**src/rtl/filter_arbiter.sv**
```systemverilog
// Round-robin arbiter draining NUM_FILTER filter output buffers into one
// force pipeline: one-hot read select, pop capture, valid strobe, pair count.
module filter_arbiter #(
    parameter int NUM_FILTER        = 4,
    parameter int DATA_WIDTH        = 32,
    parameter int PARTICLE_ID_WIDTH = 20,
    parameter int PAIR_COUNT_WIDTH  = 32
) (
    input  logic                          clk,
    input  logic                          rst,
    input  logic                          enable,
    input  logic [NUM_FILTER-1:0]         pair_available,
    input  logic [NUM_FILTER*(2*PARTICLE_ID_WIDTH+4*DATA_WIDTH)-1:0] pair_data,
    output logic [NUM_FILTER-1:0]         sel,
    output logic [PARTICLE_ID_WIDTH-1:0]  ref_particle_id_out,
    output logic [PARTICLE_ID_WIDTH-1:0]  neighbor_particle_id_out,
    output logic [DATA_WIDTH-1:0]         r2_out,
    output logic [DATA_WIDTH-1:0]         dx_out,
    output logic [DATA_WIDTH-1:0]         dy_out,
    output logic [DATA_WIDTH-1:0]         dz_out,
    output logic                          out_valid,
    output logic [PAIR_COUNT_WIDTH-1:0]   pair_count,
    output logic                          idle
);

    localparam int PW = 2*PARTICLE_ID_WIDTH + 4*DATA_WIDTH;
    localparam int IW = $clog2(NUM_FILTER);
    localparam int DW = DATA_WIDTH;

    logic [IW-1:0]               rr_ptr_q, rr_ptr_d;
    logic [IW-1:0]               gidx_q, gidx_d;
    logic                        gvalid_q, gvalid_d;
    logic [PW-1:0]               pair_q, pair_d;
    logic                        out_valid_q, out_valid_d;
    logic [PAIR_COUNT_WIDTH-1:0] count_q, count_d;

    logic [2*NUM_FILTER-1:0] dbl;
    logic [NUM_FILTER-1:0]   rot;
    logic [IW-1:0]           off;
    logic [IW:0]             sum;
    logic [IW-1:0]           grant_idx;
    logic                    found;
    logic                    grant;

    // Rotate requests so the scan starts at rr_ptr, then map back.
    always_comb begin
        dbl   = {pair_available, pair_available};
        rot   = NUM_FILTER'(dbl >> rr_ptr_q);
        found = |rot;
        off   = '0;
        for (int k = NUM_FILTER-1; k >= 0; k--) begin
            if (rot[k]) off = IW'(k);
        end
        sum = {1'b0, rr_ptr_q} + {1'b0, off};
        if (sum >= (IW+1)'(NUM_FILTER)) sum = sum - (IW+1)'(NUM_FILTER);
        grant_idx = sum[IW-1:0];
    end

    assign grant = rst & enable & found;
    assign sel   = grant ? (NUM_FILTER'(1) << grant_idx) : '0;

    always_comb begin
        rr_ptr_d = rr_ptr_q;
        if (grant) begin
            rr_ptr_d = (grant_idx == IW'(NUM_FILTER-1)) ? '0
                                                       : grant_idx + 1'b1;
        end
        gidx_d      = grant_idx;
        gvalid_d    = grant;
        pair_d      = gvalid_q ? pair_data[int'(gidx_q)*PW +: PW] : '0;
        out_valid_d = gvalid_q;
        count_d     = count_q + PAIR_COUNT_WIDTH'(gvalid_q);
    end

    always_ff @(posedge clk or negedge rst) begin
        if (!rst) begin
            rr_ptr_q    <= '0;
            gidx_q      <= '0;
            gvalid_q    <= 1'b0;
            pair_q      <= '0;
            out_valid_q <= 1'b0;
            count_q     <= '0;
        end else begin
            rr_ptr_q    <= rr_ptr_d;
            gidx_q      <= gidx_d;
            gvalid_q    <= gvalid_d;
            pair_q      <= pair_d;
            out_valid_q <= out_valid_d;
            count_q     <= count_d;
        end
    end

    assign dx_out     = pair_q[DW-1:0];
    assign dy_out     = pair_q[2*DW-1:DW];
    assign dz_out     = pair_q[3*DW-1:2*DW];
    assign r2_out     = pair_q[4*DW-1:3*DW];
    assign neighbor_particle_id_out = pair_q[4*DW+PARTICLE_ID_WIDTH-1:4*DW];
    assign ref_particle_id_out      = pair_q[PW-1:4*DW+PARTICLE_ID_WIDTH];
    assign out_valid  = out_valid_q;
    assign pair_count = count_q;
    // Held in reset, nothing can be granted, so report idle.
    assign idle = ~rst | (~gvalid_q & ~out_valid_q & ~|pair_available);

endmodule

```
**config.mk**
```make
export PLATFORM = sky130hd
export DESIGN_NAME = filter_arbiter
export DESIGN_NICKNAME = d
export VERILOG_FILES = /design/src/rtl/filter_arbiter.sv
export SDC_FILE = /design/constraint.sdc
export NUM_CORES = 1
export LEC_CHECK = 0
export ABC_AREA = 1
export CAP_MARGIN = 0
export CORE_AREA = 2 2 341 343
export CTS_BUF_LIST = sky130_fd_sc_hd__clkbuf_2 sky130_fd_sc_hd__clkbuf_4 sky130_fd_sc_hd__clkbuf_8
export DETAILED_ROUTE_END_ITERATION = 10
export DIE_AREA = 0 0 343 345
export HOLD_SLACK_MARGIN = 0.06
export PLACE_DENSITY = 0.35
export SLEW_MARGIN = 20
export SYNTH_ARGS = -nofsm -noshare
export SYNTH_HDL_FRONTEND = slang
export SYNTH_SLANG_ARGS = --single-unit
```
**constraint.sdc**
```tcl
create_clock -name clk -period 2.1 [get_ports clk]
set_input_delay 0.525 -clock clk [delete_from_list [all_inputs] [get_ports clk]]
set_output_delay 0.525 -clock clk [all_outputs]
set_load 0.1 [all_outputs]
```
======== Word-level counts from Yosys, hierarchy flattened ========
Index checks and enable logic that the tools add are counted.
cells by class
  multipliers ............................. 1
  reductions and logical operators ........ 3
  equal/unequal tests ..................... 1
  $lt $le $gt $ge ......................... 1
  add/sub/neg operators ................... 4
  shifts and indexed selects .............. 3
  bitwise operators ....................... 8
  muxes and demuxes ....................... 8
operator list
  cell                                                       number
  variable part select 672 x 11 -> 168 bit                   1
  2-to-1 mux 168 bit                                         1
  adder 32 x 1 -> 32 bit                                     1
  2-to-1 mux 2 bit                                           6
  OR reduction 4 bit                                         2
  >> shifter 8 x 2 -> 4 bit                                  1
  multiplier 2 x 5 -> 7 bit (second input constant)          1
  AND 1 bit                                                  4
  2-to-1 mux 4 bit                                           1
  << shifter 1 x 2 -> 4 bit (first input constant)           1
  adder 2 x 2 -> 3 bit                                       1
  greater-or-equal comparator 3 bit (second input constant)  1
  NOT 1 bit                                                  3
  adder 2 x 1 -> 2 bit (second input constant)               1
  == test 2 bit (second input constant)                      1
  subtractor 2 x 1 -> 2 bit (second input constant)          1
  logical NOT 1 bit                                          1
  bitwise OR 1 bit                                           1
word-level totals
  output and inout port bits .............. 206
  bits in registers ....................... 206
  logic and storage cells ................. 35

======== Depth between registers and ports, before layout ========
Gate-level depths: netlist of the first run.
  word-level depth ........................ 10
  depth in mapped cells ................... 13
  gate-level depth less buffers ........... 13

======== Worst setup path before layout of the first run ========
Ideal clock, no wire load.
  path kind ............................... input -> output
  from .................................... input port pair_available[1]
  to ...................................... output port sel[0]
  data arrival time ....................... 3.552 ns
  slack ................................... -1.977 ns
  stages on the path ...................... 11
  data required time ...................... 1.575 ns
  path through ............................ nand2_1 nand3_1 nand2_1 nand3_1 a21boi_0 ha_1 xor2_1 inv_1 nand3_1 nand2_1 nor3_1
between the ends
  cells in the longest elaborated chain, start to end .. 10
  elaborated cells on any way between the ends .. 13
ends and longest elaborated chain
  item                                                                                   RTL line  text
  start: declaration                                                                     12        input logic [NUM_FILTER-1:0] pair_available,
  >> shifter 8 x 2 -> 4 bit *                                                            48        rot = NUM_FILTER'(dbl >> rr_ptr_q);
  2-to-1 mux 2 bit (3 in a row)                                                          52        if (rot[k]) off = IW'(k);
  2-to-1 mux 2 bit *                                                                     52
  adder 2 x 2 -> 3 bit *                                                                 54        sum = {1'b0, rr_ptr_q} + {1'b0, off};
  greater-or-equal comparator 3 bit / subtractor 2 x 1 -> 2 bit (equally long branches)  55        if (sum >= (IW+1)'(NUM_FILTER)) sum = sum - (IW+1)'(NUM_FILTER);
  2-to-1 mux 2 bit *                                                                     55
  via sum[1]                                                                             40        logic [IW:0] sum;
  << shifter 1 x 2 -> 4 bit *                                                            60        assign sel = grant ? (NUM_FILTER'(1) << grant_idx) : '0;
  2-to-1 mux 4 bit *                                                                     60
  end: declaration                                                                       14        output logic [NUM_FILTER-1:0] sel,
The timed path passes the listed nets; every way through them passes the cells marked *.

======== Worst setup path after layout of the first run ========
  from .................................... register rr_ptr_q[0]
  to ...................................... output port sel[3]
between the ends
  cells in the longest elaborated chain, start to end .. 10
  elaborated cells on any way between the ends .. 13
ends and longest elaborated chain
  item                                                                                   RTL line  text
  start: declaration                                                                     30        logic [IW-1:0] rr_ptr_q, rr_ptr_d;
  start signal: assignment                                                               84        rr_ptr_q <= rr_ptr_d;
  >> shifter 8 x 2 -> 4 bit                                                              48
  2-to-1 mux 2 bit (4 in a row)                                                          52
  adder 2 x 2 -> 3 bit *                                                                 54
  greater-or-equal comparator 3 bit / subtractor 2 x 1 -> 2 bit (equally long branches)  55
  2-to-1 mux 2 bit *                                                                     55
  via sum[1]                                                                             40
  << shifter 1 x 2 -> 4 bit *                                                            60
  2-to-1 mux 4 bit *                                                                     60
Marks and branches as above.

==> summary.txt, run 1 <==
Setup path
  – Critical path cell sequence: inv_6 > nand2_4 > nand3_1 > nand2_1 > a21boi_2 > ha_2 > xor2_2 > inv_1 > nand3_2 > nand2_4 > nand2_4 > nor2_4 > buf_12
  – Critical path's top delay family: simple AND/OR/NAND/NOR gates
  – Worst-path fanout max: 6
  – WP data required: 1570 ps
  – CP Class: reg2out
  – Worst Setup End Kind: primary output
  – Critical Path Max Stage Delay: 480 ps
  – Buf+Inv Stages, Crit Path: 3
  – Startpoint types: flip-flop
  – Most used cell, CP: nand2_4
  – Critical path arrival: roughly 2700 ps
  – Slowest-stage cell, CP: dfrtp_2

Clock network
  – Clock buffer depth: 3
  – Num CTS Buffers: 49
  – Worst skew pair latency: 660 ps
  – H-tree level count: 2
  – Sinks on Clock Net: 206
  – CTS clock-pin slew for the worst setup and hold paths: 50 ps
  – Root buffer cell: clkbuf_8
  – TritonCTS clock tree: yes

Yosys
  – Ys flop type: dfrtp_1
  – Synth Warn #: 0
  – Post-Syn Nets: 2,388
  – Synth async-reset ratio: 100.0%
  – Synth cell types: 29
  – Post-synthesis sequential area ratio: 43.36%
  – Synth Area per Inst: 6.969 µm²
  – Mapped Cells: 1,706
  – Post-synth EDFFs: 0
  – Number of synthesized register bits: 206
  – Mapped cell area: approximately 12,000 µm²

GRT
  – GR Util met3: roughly 4.5%
  – Global-route wire length before repair: 117,500 µm
  – GR peak layer: met2
  – Met2 usage: 24.01%
  – Total GRT Usage: 13.74%
  – Vias in the first global route: 16,032
  – Met1 Usage GRT: 15.95%
  – Initial antenna violation count: 6
  – Largest net degree at the start of global routing: a little under 100
  – Gr ovfl total: 0

Final layout
  – Commonest non-fill, non-tap cell in the layout: nor2_1
  – Final Non-Filler Cells: 4,201
  – Share of cells above drive strength 1: 17.91%
  – Area Overhead vs Synth: 106.4%
  – Most frequent cells in the layout: 691 x nor2_1, 673 x clkdlybuf4s50_1, 267 x buf_4
  – Area occupied by multi-input gates: 6180 µm²
  – Register Area: around 5200 µm²
  – # fillers: 13,040
  – Nets: 3,322
  – Cell area after layout: 24,540 µm²

Floorplan
  – Starting Density: 10.33%
  – Core area: 115,100 µm²
  – Die Wd: approximately 340 µm
  – Row Count: around 130
  – I/O pins: 885
  – Die area: 118,300 µm²
  – Die Height: 345 µm

Outcome
  – Status: finished with violations
  – Failing checks: negative setup slack

STA
  – Max_slew headroom: 34.78%
  – Worst Setup Slack, final: -1075 ps
  – Final period utilization: 151.2%
  – Fmax: 314.9 MHz
  – Setup violations, final: 5
  – Final-report hold violation count: 0
  – Worst-margin pin slew: 975.1 ps
  – Final Skew: around 30 ps
  – Unrepaired setup endpoints after global routing: true
  – Max-slew violations: 0
  – Min Tclk post-route: roughly 3200 ps

Placed design
  – Number of port buffers: between 800 and 900
  – Post-DP HPWL: approximately 67,000 µm
  – Placement Cell Area: roughly 23,000 µm²
  – Gpl congestion: 0.8707
  – Placed Instances: 4,104

Power and ir drop
  – Static leakage: 10.22 nW
  – Power Total: 0.02997 W
  – Power Density: 1222 nW/µm²
  – Worst VDD drop: slightly above 0.5 mV

Min path
  – Hold crit path type: in2reg

Routing
  – Vias: 15,264
  – Initial DRT Pass Iterations: 5
  – Routed wire length: 84,600 µm
  – 1st-iter DRT viols: 676
  – Avg WL per Cell: 20.14 µm
  – Vias per inst: 3.633
  – DRT antenna net count: 0
  – # DRC: 0

Job
  – Max-Cap Viols: 0
==> tightest hold or removal path: stages <==
cell and delay, ps:
buf_8 70, nand3_1 110, nor2_2 140, buf_4 130, a21oi_1 30
==> metal layers <==
| layer | vias up | routed length, µm |
|---|---|---|
| met5 | - | 14 |
| met4 | 2 | 1899 |
| met3 | 91 | 6993 |
| met2 | 589 | 42000 |
| met1 | 7130 | 33700 |
| li1 | 7452 | - |
==> path summary, 6_finish.rpt <==
| path | depth (start not counted) | to | slack [ps] | startpoint |
|---|---|---|---|---|
| max | 13 | sel[3] | -1080 | rr_ptr_q[0] |
| min | 5 | rr_ptr_q[0] | 380 | rst |
| min reg2reg | 1 | pair_count[31] | 480 | pair_count[31] |
| max in group asynchronous | 4 | pair_q[136] | 700 | rst |
| min in group asynchronous | 3 | pair_q[73] | 670 | rst |
| max reg2reg | 14 | rr_ptr_q[1] | 130 | rr_ptr_q[0] |
==> power breakdown <==
group	switching (W)	internal [W]	total [W]
Combinational	0.0133	0.00634	0.0196
Clock	0.00226	0.00292	0.00519
Sequential	0.000478	0.00469	0.00517
Total	0.0160	0.0140	0.0300
==> synthesized netlist by cell type, types with 2 or more instances <==
master	count	area [µm²]
buf_6	11	123.9
o21ai_1	108	540.5
nor2_1	695	2609
clkinv_1	2	7.510
clkbuf_2	9	45.04
xor2_1	20	175.2
buf_1	4	15.01
ha_1	3	37.54
nand2_1	55	206.5
nand3_1	22	110.1
nor2_2	4	25.02
dfrtp_1	206	5155
nand4_1	5	31.28
clkbuf_1	51	191.4
inv_2	5	18.77
a21oi_1	169	845.8
nor3_2	3	30.03
inv_1	20	75.07
nor3_1	13	65.06
buf_2	55	275.3
o21ai_0	228	1141
xnor2_1	11	96.34
==> state kept, by name, summed over array words and instances, names as in the netlist <==
| signal | flops |
|---|---|
| pair_count | 32 |
| gidx_q | 2 |
| pair_q | 168 |
| rr_ptr_q | 2 |
| out_valid | 1 |
| gvalid_q | 1 |
==> final cells by class <==
class                           instances  share of cell area (%)
Clock buffer                           78                   3.993
Tap cell                             1524                   7.771
Inverter                               27                  0.5354
Antenna cell                            3                 0.03060
Timing Repair Buffer                 1013                   41.27
Clock inverter                          7                  0.1530
Sequential cell                       206                   21.06
Multi-Input combinational cell       1343                   25.18
==> cell families after synthesis <==
family / synth area share, %
AOI/OAI and AO/OA: 21.38
buffers and inverters: 6.325
and+or+nand+nor: 26.33
xor gates and xnor gates: 2.284
adders and majority gates: 0.3158
DFF: 43.36
==> timing repair <==
action / CTS / global route
setup buffers: 6 / 1
gates resized for setup: 24 / 6
hold buffers: 2 / 0
hold endpoints to repair: 17 / 0
endpoints found under the setup margin: 5 / 13
pin swaps: 13 / 4
==> stage by stage <==
stage / setup TNS [ps] / worst slack (ps) / util [%] / hold slack, ps
final: -4398 / -1075 / 21.32 / 381.6
after global routing: -5410 / -1302 / 21.32 / 339.3
after CTS: -4942 / -1207 / 21.28 / 256.3
after detailed placement: -6143 / -1101 / 20.28 / 478.3
after global placement: -6392 / -1147 / 20.28 / 469.0
after floorplan: -1877 / -690.8 / - / 229.4
No activity file was read; power rests on OpenSTA's default activity.
==> run 2, diff against run 1 <==
--- a/config.mk
+++ b/config.mk
@@ -14,5 +14,4 @@
 export HOLD_SLACK_MARGIN = 0.06
 export PLACE_DENSITY = 0.35
-export SLEW_MARGIN = 20
 export SYNTH_ARGS = -nofsm -noshare
 export SYNTH_HDL_FRONTEND = slang
==> constraint.sdc (replaced) <==
create_clock -name clk -period 2.1 [get_ports clk]
set_input_delay 0.42 -clock clk [delete_from_list [all_inputs] [get_ports clk]]
set_output_delay 0.42 -clock clk [all_outputs]
set_load 0.1 [all_outputs]
==> summary.txt, run 2 (synthesis results as in run 1) <==
Setup path
  – Critical Path Max Stage Delay: 450 ps (-30 ps)
  – Startpoint types: flip-flop
  – WP data required: 1680 ps (+110 ps)
  – Worst reg2reg path depth: 13 (-1)
  – Critical path cell sequence: nand2_1 > nand3_2 > nand2_2 > nand3_2 > a21boi_2 > ha_2 > xor2_2 > inv_2 > nand3_4 > nand2_4 > nor3_4 > buf_12
  – Worst-path fanout max: 6 (unchanged)
  – Worst R2R Start: rr_ptr_q[0]
  – Most used cell, CP: nand3_2
  – R2r setup slk: 100 ps (-30 ps)
  – Buf+Inv Stages, Crit Path: 2 (-1)
  – CP endpoint: sel[0]
  – Critical path depth: 12 (-1)
  – Worst R2R End: rr_ptr_q[1]
  – Worst Setup End Kind: primary output
  – Crit. Startpoint: rr_ptr_q[0]
  – Critical path arrival: 2730 ps (+80 ps)
  – Critical path's top delay family: simple AND/OR/NAND/NOR gates
  – Slowest-stage cell, CP: dfrtp_2
  – CP Class: reg2out

Power and ir drop
  – Clock power frac: 18.3% (+1.0 points)
  – Power Density: 1238 nW/µm² (+1.3%)
  – Switching pwr: 0.01612 W (+0.59%)
  – Worst VDD drop: 0.6286 mV (+23%)
  – Pint: 0.01382 W (-0.94%)
  – Static leakage: 10.09 nW (-1.3%)
  – Flop pwr share: 17.1% (about the same)
  – Combinational power share: 64.6% (-0.9 points)
  – Switching share of power: 53.84% (+0.38 points)

Placed design
  – Number of port buffers: 884 (unchanged)
  – Gpl congestion: 0.8507 (-2.3%)
  – Post-DP HPWL: 75,080 µm (+12%)
  – Placement Cell Area: 22,930 µm² (-1.7%)

Final layout
  – Most frequent cells in the layout: 693 x nor2_1, 673 x clkdlybuf4s50_1, 259 x buf_4
  – Nets: 3,298 (-0.72%)
  – Share of cells above drive strength 1: 16.96% (-0.95 points)
  – Cell area after layout: 24,190 µm² (-1.4%)
  – Commonest non-fill, non-tap cell in the layout: nor2_1
  – Final Core Density: 21.01% (-0.30 points)
  – Largest register FFs: 168 (unchanged)
  – Largest Register: pair_q
  – Area Overhead vs Synth: 103.4%

Clock network
  – Root buffer cell: clkbuf_8
  – H-tree level count: 2 (unchanged)
  – Sinks on Clock Net: 206 (unchanged)
  – Clock buffer depth: 3 (unchanged)
  – Num CTS Buffers: 49 (unchanged)
  – Worst skew pair latency: 670 ps (about the same)
  – TritonCTS clock tree: yes
  – CTS clock-pin slew for the worst setup and hold paths: 60 ps (about the same)

STA
  – Unrepaired setup endpoints after global routing: true
  – Fmax: 317.2 MHz (+0.72%)
  – Max_slew headroom: 47.49% (+13 points)
  – Final Skew: 27.12 ps (-3.188 ps)
  – Final setup TNS: -3970 ps (+428.2 ps)
  – Final period utilization: 150.1% (-1.1 points)
  – Worst-margin pin slew: 787.7 ps (-187.5 ps)
  – Worst Setup Slack, final: -1053 ps (+22.60 ps)
  – Hold slack: 41.14 ps (-340.5 ps)
  – Final-report hold violation count: 0 (unchanged)
  – Min Tclk post-route: 3153 ps (-22.60 ps)
  – Setup violations, final: 4 (-1)
  – Max-slew violations: 0 (unchanged)

Outcome
  – Status: finished with violations
  – Failing checks: negative setup slack

Min path
  – Hold crit path type: in2async

GRT
  – Vias in the first global route: 15,868 (-1.0%)
  – Total GRT Usage: 15.18% (+1.4 points)
  – Initial antenna violation count: 42 (+36)
  – Global-route wire length before repair: 126,600 µm (+7.7%)
  – Gr ovfl total: 0 (unchanged)
  – Largest net degree at the start of global routing: 99 (unchanged)

Routing
  – Vias: 15,445 (+1.2%)
  – Routed wire length: 94,090 µm (+11%)
  – Initial DRT Pass Iterations: 4 (-1)
  – # DRC: 0 (unchanged)
  – 1st-iter DRT viols: 706 (+4.4%)
  – DRT antenna net count: 0 (unchanged)
  – Vias per inst: 3.689 (+1.5%)
  – Avg WL per Cell: 22.47 µm (+12%)

Job
  – Max-Cap Viols: 0 (unchanged)

Floorplan
  – Starting Density: 10.33% (unchanged)
  – Die area: 118,300 µm² (unchanged)
  – Row Count: 125 (unchanged)
  – I/O pins: 885 (unchanged)
  – Die Height: 345 µm (unchanged)
  – Die Wd: 343 µm (unchanged)
  – Core area: 115,100 µm² (unchanged)
-- run 2: changes by cell type in the layout (fill, tap and decap cells not counted), moves of 4 or more --
cell and change:
buf_12 -15, dlymetal6s2s_1 +4, nand3_2 -6, buf_4 -8
nand3_1 +4, diode_2 +7
-- run 2: final cells by class --
| cell class | count | area (µm²) |
|---|---|---|
| antenna | 10 | 25.02 |
| clock buffer | 77 | 972.2 |
| clock inverter | 11 | 93.84 |
| fill | 13070 | 90920 |
| inverter | 27 | 131.4 |
| multi-input combinational | 1343 | 6121 |
| sequential | 206 | 5169 |
| tap | 1524 | 1907 |
| timing repair buffer | 989 | 9768 |
-- run 2: layer usage --
| metal | global-route usage (%) | up-vias | routed length [µm] |
|---|---|---|---|
| met5 | 0 | - | 102 |
| met4 | 3.903 | 16 | 2207 |
| met3 | 5.763 | 127 | 8421 |
| met2 | 25.57 | 664 | 45150 |
| met1 | 17.95 | 7227 | 38200 |
| li1 | - | 7411 | - |
-- run 2: repair_timing --
action,in CTS,in global routing
pin swaps,10,10
buffers inserted,4,2
gates resized for setup,12,18
endpoints found under the setup margin,5,8
hold endpoints to repair,18,0
hold buffers,1,0
-- run 2: worst min-delay path by stage --
stage          cells after the start  slack (ps)             end
3_5_place_dp                       1         480  pair_count[31]
5_1_grt                            3          60      pair_q[63]
3_3_place_gp                       1         470  pair_count[31]
6_report                           3          40     pair_q[118]
4_1_cts                            3          90      pair_q[63]
2_1_floorplan                      0         120       gidx_q[0]
-- run 2: power groups by stage --
stage	clock (W)	combinational, W	sequential [W]
2_1_floorplan	0	0.00716	0.00990
3_3_place_gp	0	0.0194	0.00518
3_5_place_dp	0	0.0194	0.00518
4_1_cts	0.00577	0.0195	0.00514
5_1_grt	0.00589	0.0209	0.00521
6_report	0.00547	0.0193	0.00513
-- run 2: worst register-to-register path, stage by stage (launching register included) --
cell	delay, ps
dfrtp_2	450
nand2_1	120
nand3_2	90
nand2_2	90
nand3_2	70
a21boi_2	140
ha_2	210
xor2_2	190
inv_2	80
nand3_4	80
nand2_4	80
nand2_2	100
buf_4	110
nand3_1	60
-- run 2: metrics by stage --
stage | setup slack [ps] | std cells | total power [W]
after floorplan | -557.9 | 1706 | 0.01706
after global placement | -803.1 | 4082 | 0.02460
after detailed placement | -746.8 | 4082 | 0.02454
after CTS | -1077 | 4175 | 0.03044
after global routing | -1248 | 4184 | 0.03196
final | -1053 | 4187 | 0.02994
==> run 3, diff against run 2 <==
Settings changed: SLEW_MARGIN from default to 20.
==> results of run 3 <==
Final layout, timing and power as in run 2 (identical DEF).
